===== config.mk =====
export PLATFORM = sky130hd
export DESIGN_NAME = score_keeper
export DESIGN_NICKNAME = d
export VERILOG_FILES = /design/src/rtl/score_keeper.sv
export SDC_FILE = /design/constraint.sdc
export NUM_CORES = 1
export LEC_CHECK = 0
export ABC_AREA = 1
export CAP_MARGIN = 20
export CORE_UTILIZATION = 23
export DETAILED_ROUTE_END_ITERATION = 16
export GPL_TIMING_DRIVEN = 0
export PLACE_DENSITY = 0.42
export SYNTH_ARGS = -nofsm -noshare
export SYNTH_HDL_FRONTEND = slang
export SYNTH_SLANG_ARGS = --single-unit

===== constraint.sdc =====
create_clock -name clk -period 9.65 [get_ports clk]
set_clock_uncertainty 0.05 [all_clocks]
set_input_delay 0.965 -clock clk [delete_from_list [all_inputs] [get_ports clk]]
set_output_delay 0.965 -clock clk [all_outputs]
set_load 0.005 [all_outputs]

===== src/rtl/score_keeper.sv =====
// Frogger score accumulator: saturating awards, high score retention,
// new-high flag and extra-life pulses at fixed score spacing.
module score_keeper #(
  parameter int unsigned SCORE_W   = 16,
  parameter int unsigned LEVEL_W   = 4,
  parameter int unsigned TIME_W    = 6,
  parameter int unsigned TIME_MAX  = 60,
  parameter int unsigned LEVEL_PTS = 50,
  parameter int unsigned TIME_PTS  = 10,
  parameter int unsigned HOME_PTS  = 1000,
  parameter int unsigned STEP_PTS  = 10,
  parameter int unsigned LIFE_PTS  = 10000
) (
  input  logic               clk,
  input  logic               Reset,
  input  logic               new_game,
  input  logic               game_over,
  input  logic [LEVEL_W-1:0] level,
  input  logic [TIME_W-1:0]  tim,
  input  logic               all_home,
  input  logic               step,
  output logic [SCORE_W-1:0] score,
  output logic [SCORE_W-1:0] hi_score,
  output logic               new_hi,
  output logic               extra_life,
  output logic               playing
);

  localparam int unsigned IW = SCORE_W + LEVEL_W + TIME_W + 2;
  localparam int unsigned NW = SCORE_W + 1;

  localparam logic [IW-1:0] SAT =
    {{(IW-SCORE_W){1'b0}}, {SCORE_W{1'b1}}};
  localparam logic [NW-1:0] NL_INIT = NW'(LIFE_PTS);
  localparam logic [NW-1:0] NL_STOP = {1'b1, {SCORE_W{1'b0}}};
  localparam logic [TIME_W-1:0] TMAX = TIME_W'(TIME_MAX);

  typedef enum logic {
    S_PLAY = 1'b0,
    S_OVER = 1'b1
  } state_e;

  state_e             state_q, state_d;
  logic [SCORE_W-1:0] score_q, score_d;
  logic [SCORE_W-1:0] hi_q, hi_d;
  logic [LEVEL_W-1:0] prev_q, prev_d;
  logic [TIME_W-1:0]  min_q, min_d;
  logic               home_prev_q, home_prev_d;
  logic [NW-1:0]      next_life_q, next_life_d;
  logic               xl_q, xl_d;
  logic               new_hi_q, new_hi_d;

  logic               active;
  logic               lvl_up;
  logic [IW-1:0]      award;
  logic [IW-1:0]      sum;
  logic [IW-1:0]      nl_sum;

  always_comb begin
    state_d     = state_q;
    score_d     = score_q;
    hi_d        = hi_q;
    prev_d      = prev_q;
    min_d       = min_q;
    home_prev_d = home_prev_q;
    next_life_d = next_life_q;
    xl_d        = 1'b0;
    new_hi_d    = (state_q == S_PLAY) && (score_q > hi_q);

    active = (state_q == S_PLAY) && !new_game && !game_over;
    lvl_up = level > prev_q;

    award = '0;
    if (lvl_up) begin
      award = IW'(level) * IW'(LEVEL_PTS)
            + IW'(min_q) * IW'(TIME_PTS);
    end
    if (all_home && !home_prev_q) begin
      award = award + IW'(HOME_PTS);
    end
    if (step) begin
      award = award + IW'(STEP_PTS);
    end
    sum    = IW'(score_q) + award;
    nl_sum = IW'(next_life_q) + IW'(LIFE_PTS);

    unique case (state_q)
      S_PLAY: if (game_over && !new_game) state_d = S_OVER;
      S_OVER: if (new_game) state_d = S_PLAY;
      default: state_d = S_PLAY;
    endcase

    // leaving a game banks the score before it is cleared
    if ((state_q == S_PLAY) && (new_game || game_over)
        && (score_q > hi_q)) begin
      hi_d = score_q;
    end

    if (new_game) begin
      score_d     = '0;
      prev_d      = '0;
      min_d       = TMAX;
      home_prev_d = 1'b0;
      next_life_d = NL_INIT;
    end else if (active) begin
      score_d = (sum > SAT) ? SAT[SCORE_W-1:0]
                            : sum[SCORE_W-1:0];
      if (lvl_up) begin
        prev_d = level;
        min_d  = TMAX;
      end else begin
        if (level < prev_q) prev_d = level;
        if (tim < min_q) min_d = tim;
      end
      home_prev_d = all_home;
      // sentinel above max score stops further pulses
      if ((LIFE_PTS != 0) && ({1'b0, score_q} >= next_life_q)) begin
        xl_d        = 1'b1;
        next_life_d = (nl_sum > SAT) ? NL_STOP : nl_sum[NW-1:0];
      end
    end
  end

  always_ff @(posedge clk) begin
    if (Reset) begin
      state_q     <= S_PLAY;
      score_q     <= '0;
      hi_q        <= '0;
      prev_q      <= '0;
      min_q       <= TMAX;
      home_prev_q <= 1'b0;
      next_life_q <= NL_INIT;
      xl_q        <= 1'b0;
      new_hi_q    <= 1'b0;
    end else begin
      state_q     <= state_d;
      score_q     <= score_d;
      hi_q        <= hi_d;
      prev_q      <= prev_d;
      min_q       <= min_d;
      home_prev_q <= home_prev_d;
      next_life_q <= next_life_d;
      xl_q        <= xl_d;
      new_hi_q    <= new_hi_d;
    end
  end

  assign score      = score_q;
  assign hi_score   = hi_q;
  assign new_hi     = new_hi_q;
  assign extra_life = xl_q;
  assign playing    = (state_q == S_PLAY);

endmodule


Yosys cells after proc, flatten, opt, wreduce, memory -nomap -nowiden
Cells that the tools add are included.
Widths: inputs -> output; s select.
{"block": "word_totals", "ram_bits": 0, "output_inout_bits": 35, "reg_bits": 63, "rom_bits": 0, "input_bits": 16, "mem_count": 0, "latchBits": 0}
{"block": "op_classes", "shift": 0, "magnitude_cmp": 7, "div": 0, "n_eq_ne": 0, "muxes": 13, "n_mul": 2, "n_reduce_logical": 18, "add_sub_neg": 5, "bitwise_logic": 2}
{"op": "$mux 28", "n": 2}
{"op": "$add 16x28->28", "n": 1}
{"op": "$add 28x10->28 const B", "n": 1}
{"op": "$add 28x4->28 const B", "n": 1}
{"op": "$gt 28x16->1 const B", "n": 1}
{"op": "$add 17x14->18 const B", "n": 1}
{"op": "$gt 18x16->1 const B", "n": 1}
{"op": "$ge 16x17->1", "n": 1}
{"op": "$mux 17", "n": 1}
{"op": "$gt 16x16->1", "n": 1}
{"op": "$mux 16", "n": 1}
{"op": "$mux 6", "n": 2}
{"op": "$add 10x10->11", "n": 1}
{"op": "$mux 11", "n": 1}
{"op": "$mul 4x5->9 const B", "n": 1}
{"op": "$mul 6x3->9 const B", "n": 1}
{"op": "$mux 4", "n": 2}
{"op": "$logic_and 1x1->1", "n": 7}
{"op": "$lt 6x6->1", "n": 1}
{"op": "$reduce_and 2->1", "n": 3}
{"op": "$gt 4x4->1", "n": 1}
{"op": "$lt 4x4->1", "n": 1}
{"op": "$reduce_bool 2->1", "n": 2}
{"op": "$logic_not 1->1", "n": 3}
{"op": "6 further kinds", "n": 9}

Depth between registers and ports, before layout
Gate-level depths: netlist (run 1).
{"block": "depth", "word_depth": 10, "depth_mapped": 34, "ltp_nobuf": 34}

Worst setup path before layout (run 1)
No wires, ideal clock.
{"block": "synth_path", "path_type": "input -> register", "startpoint": "input port level[0]", "endpoint": "register score_q[10] (netlist: score[10])", "stages": 26, "n_path_buf": 0, "t_required_ns": 9.529, "slack_ns": 4.791, "t_arrival_ns": 4.738, "setup_time_ns": 0.071, "cell_sequence": "ha_1 -> ha_1 -> fa_1 -> a31o_2 -> xor2_1 -> ha_1 -> inv_1 -> nor3_1 -> nand3_1 -> nand4_1 -> nand2_1 -> nand3b_1 -> nand2_1 -> nand3b_1 -> nand2_1 -> ha_1 -> nand2_1 -> nor2_1 -> nand3_1 -> nand3_1 -> nand2_1 -> nand2_1 -> nand2_1 -> nand2_1 -> clkinv_1 -> a21oi_1"}
{"block": "synth_via", "elab_chain_cells": 10, "word_cells_on_any_way": 11}
{"element": "start, declared", "line_no": "18", "rtl": "input logic [LEVEL_W-1:0] level,"}
{"element": "$mul 4x5->9", "line_no": "75", "rtl": "award = IW'(level) * IW'(LEVEL_PTS)"}
{"element": "$add 10x10->11", "line_no": "76", "rtl": "+ IW'(min_q) * IW'(TIME_PTS);"}
{"element": "$mux 11 *", "line_no": "74", "rtl": "if (lvl_up) begin"}
{"element": "$add 28x10->28", "line_no": "79", "rtl": "award = award + IW'(HOME_PTS);"}
{"element": "$mux 28 *", "line_no": "78", "rtl": "if (all_home && !home_prev_q) begin"}
{"element": "$add 28x4->28", "line_no": "82", "rtl": "award = award + IW'(STEP_PTS);"}
{"element": "$mux 28 *", "line_no": "81", "rtl": "if (step) begin"}
{"element": "$add 16x28->28 *", "line_no": "84", "rtl": "sum = IW'(score_q) + award;"}
{"element": "$gt 28x16->1", "line_no": "106", "rtl": "score_d = (sum > SAT) ? SAT[SCORE_W-1:0]"}
{"element": "$mux 16 *", "line_no": "106"}
{"element": "end signal, assigned", "line_no": "137", "rtl": "score_q <= score_d;"}
{"element": "end, declared", "line_no": "44", "rtl": "logic [SCORE_W-1:0] score_q, score_d;"}
Mark *: on every way between the ends. The rest lies on a longest branch, timed or not.
A chain may end at the register's enable or synchronous reset.

Worst setup path in the final report (run 1)
{"block": "layout_path", "startpoint": "input port level[1]", "endpoint": "register score_q[9] (netlist: score[9])"}
The elaborated chain is that of the path after synthesis.

==> results of run 1 <==
power groups by stage:
stage | clock network (W) | registers (W) | logic [W]
2_1_floorplan | 0 | 0.000283 | 0.000362
3_3_place_gp | 0 | 0.000287 | 0.000493
3_5_place_dp | 0 | 0.000287 | 0.000493
4_1_cts | 0.000302 | 0.000282 | 0.000495
5_1_grt | 0.000309 | 0.000284 | 0.000561
6_report | 0.000291 | 0.000281 | 0.000487
routing by layer:
metal	part of all wire, %	track usage [%]	vias to the layer above	routed length, µm
met4	1.4	3.77	0	204
met1	52	17.0	2106	7470
met2	43	19.8	75	6230
met5	0	0	-	0
met3	3.5	2.65	15	505
li1	-	-	2689	-
registers in the layout, indices dropped and copies added (netlist names):
name	flops
prev_q	4
hi_score	16
home_prev_q	1
min_q	6
new_hi	1
score	16
next_life_q	13
state_q	1
extra_life	1
layout by cell type (no fill, tap or decap), types with 4 or more instances in the layout:
| master | count |
|---|---|
| nor3_1 | 7 |
| nand4_1 | 16 |
| nand3_2 | 5 |
| nand3b_1 | 5 |
| fa_1 | 4 |
| nand3_1 | 39 |
| nor2_2 | 5 |
| ha_1 | 79 |
| o21ai_0 | 32 |
| nor2_1 | 81 |
| clkbuf_1 | 10 |
| clkdlybuf4s50_1 | 50 |
| xor2_1 | 18 |
| o211ai_1 | 7 |
| xnor2_1 | 7 |
| dfxtp_1 | 59 |
| nor2_4 | 4 |
| nand2_1 | 180 |
| clkbuf_16 | 9 |
| a21oi_1 | 57 |
| inv_1 | 106 |
| inv_2 | 7 |
| nand2_2 | 8 |
path summary, 6_finish.rpt:
path	cells past startpoint	to	slack, ns
min reg2reg	2	prev_q[1]	0.41
min	2	prev_q[1]	0.41
max	27	score[9]	3.78
max reg2reg	31	score[9]	4.55
kinds of logic (layout without fill, tap and decap cells):
kind of cell / count (synthesis) / in the layout
AND/OR/NAND/NOR: 361 / 361
buffers and inverters: 127 / 193
AO/OA/AOI/OAI: 123 / 123
flip-flops: 59 / 59
XOR/XNOR: 26 / 26
adder cells (fa/ha/maj): 83 / 83
other: 1 / 1
through the flow:
| stage | util (%) | hold slack [ns] | worst slack, ns |
|---|---|---|---|
| floorplan | - | 0.383 | 4.79 |
| global placement | 27.5 | 0.399 | 3.36 |
| detailed placement | 27.5 | 0.406 | 3.37 |
| CTS | 28.7 | 0.412 | 3.71 |
| global route | 28.7 | 0.439 | 3.41 |
| finish | 28.7 | 0.406 | 3.78 |
critical path, cell delays in order:
cell	delay, ns
clkdlybuf4s50_1	0.67
ha_1	0.31
ha_1	0.24
fa_1	0.40
a31o_2	0.25
xor2_1	0.14
ha_1	0.34
inv_1	0.08
nor3_1	0.26
nand3_1	0.10
nand4_1	0.10
nand2_1	0.08
nand3b_1	0.15
nand2_1	0.11
nand3b_1	0.12
nand2_1	0.10
ha_1	0.33
nand2_1	0.07
nor2_1	0.18
nand3_1	0.10
nand3_1	0.14
nand2_1	0.06
nand2_1	0.11
nand2_1	0.06
nand2_1	0.11
clkinv_1	0.26
a21oi_1	0.22
area by class of cell:
class,count,share of cell area (%)
Tap cell,313,5.99
Multi-Input combinational cell,594,56.8
Inverter,115,6.61
Clock buffer,11,3.56
Timing Repair Buffer,50,7.66
Buffer,12,0.862
Clock inverter,5,0.460
Sequential cell,59,18.1
==> reports/results.txt, run 1 <==
DP HPWL: 11800 µm
Synthesized area: 0.00538 mm²
Root buffer cell: clkbuf_16
Top cell type's share of synthesized area: 22.0%
Placer Congestion: 0.799
Post-synthesis adder-cell area fraction: 19.9%
Synth Area in XOR/XNOR: 4.58%
Placed Area: 0.00627 mm²
Hold Buf Count CTS: 0
Post-synth ARST share: 0%
Clk_lat worst skew: 0.34 ns
Core Region: 0.0228 mm²
Initial antenna violation count: 0
Slew @ Worst Pin: 0.641 ns
Vias per inst: 4.21
Multi-input logic area: 0.00371 mm²
Total Routing Usage GR: 12.5%
NetSw: 0.000430 W
Pre-antenna DRT Iters: 4
Worst-path maximum fanout: 10
Die area: 0.0240 mm²
#FFs+latches synth: 59
RSZ-0062 raised after global routing: false
Int Pwr: 0.000629 W
Worst Setup Start Kind: input pin
Final instance area: 0.00653 mm²
Post_cts resized: 0
Maxcap violations: 0
Sink Count: 59
Commonest cells post-synth: nand2_1 (180), inv_1 (106), nor2_1 (81)
Fin. max-slew vios: 0
Maximum VDD drop: 79.5 µV
Fillers: 2521
Drt first-iter violations: 173
Simple-Gate Fraction of Synth Area: 30.9%
Total number of vias: 4885
CP startpoint: level[1]
Die Wd: 155 µm
Setup TNS: 0 ns
Syn_area_per_cell: 6.90 µm²
Sequential power share: 26.5%
Max H-tree Level: 3
Final-report setup violation count: 0
Unique cell type count in the Yosys netlist: 51
Finished Layout Cells: 1159
Area growth syn-to-layout: 21.5%
Synth area leader: dfxtp_1
Post-route ant nets: 0
Switching share of power: 40.6%
Leak: 3.16 nW
CTS tree: built
WP data required: 9.87 ns
Chip height: 155 µm
Synth Area in Compound Gates: 13.6%
Period utilization: 60.8%
Count of final hold-check violations: 0
Final net count: 940
HP Class: reg2reg
Pwr dens: 162 mW/mm²
CTS max path bufs: 2
Worst Path Arrival: 6.09 ns
Total wire length: 14400 µm
Synth top area cells: dfxtp_1 (22%), ha_1 (18%), nand2_1 (13%)
Outcome: finished, final reports clean
Largest family of logic cells by synthesized area: simple AND/OR/NAND/NOR gates
FF-to-FF Start: min_q[1]
Inserted Clock Buffers: 9
Vias in the first global route: 4566
Post-synth EDFFs: 0
Starting Density: 23.6%
WL/cell: 12.4 µm
Count leader, synth: nand2_1
Syn Nets: 879
Critical path class: in2reg
Fmax: 170 MHz
Row cnt: 55
Placed insts: 1143
CP Capture Type: flop
Clock transition at path regs: 0.05 ns
Share of cells above drive strength 1: 7.33%
First-pass GRT wire length: 23400 µm
Clock network power share: 27.5%
Min-delay src: prev_q[1]
Ys flop type: dfxtp_1
Largest net degree at the start of global routing: 11
DRC Markers: 0
Fraction of synthesized area in multiplexers: 0%
Slew margin rel.: 57.1%
YS warnings: 0
Overall power: 0.00106 W
Post-CTS setup buffer count: 0
Number of diodes: 0
Reg area: 0.00118 mm²
Logic gate share of total power: 46.0%
Num ports: 51
Sequential share of the synthesized area: 22.0%
Port buffer count: 50
Total gr overflow: 0
Syn Inst Count: 780
Fin crit period: 5.87 ns
(Power assumes the default switching activity.)
==> run 2: changes to the inputs <==
==> constraint.sdc (replaced) <==
create_clock -name clk -period 5.9 [get_ports clk]
set_clock_uncertainty 0.05 [all_clocks]
set_input_delay 0.59 -clock clk [delete_from_list [all_inputs] [get_ports clk]]
set_output_delay 0.59 -clock clk [all_outputs]
set_load 0.005 [all_outputs]
==> results of run 2 <==
The final DEF is identical to that of run 1. Status: finished, final reports clean.
Among the figures that moved: setup slack after placement 3.37 ns -> -0.00446 ns; setup slack after layout 3.78 ns -> 0.403 ns; register-to-register setup slack 4.55 ns -> 0.80 ns; total power 0.00106 W -> 0.00173 W; worst IR drop on VDD 79.5 µV -> 130 µV
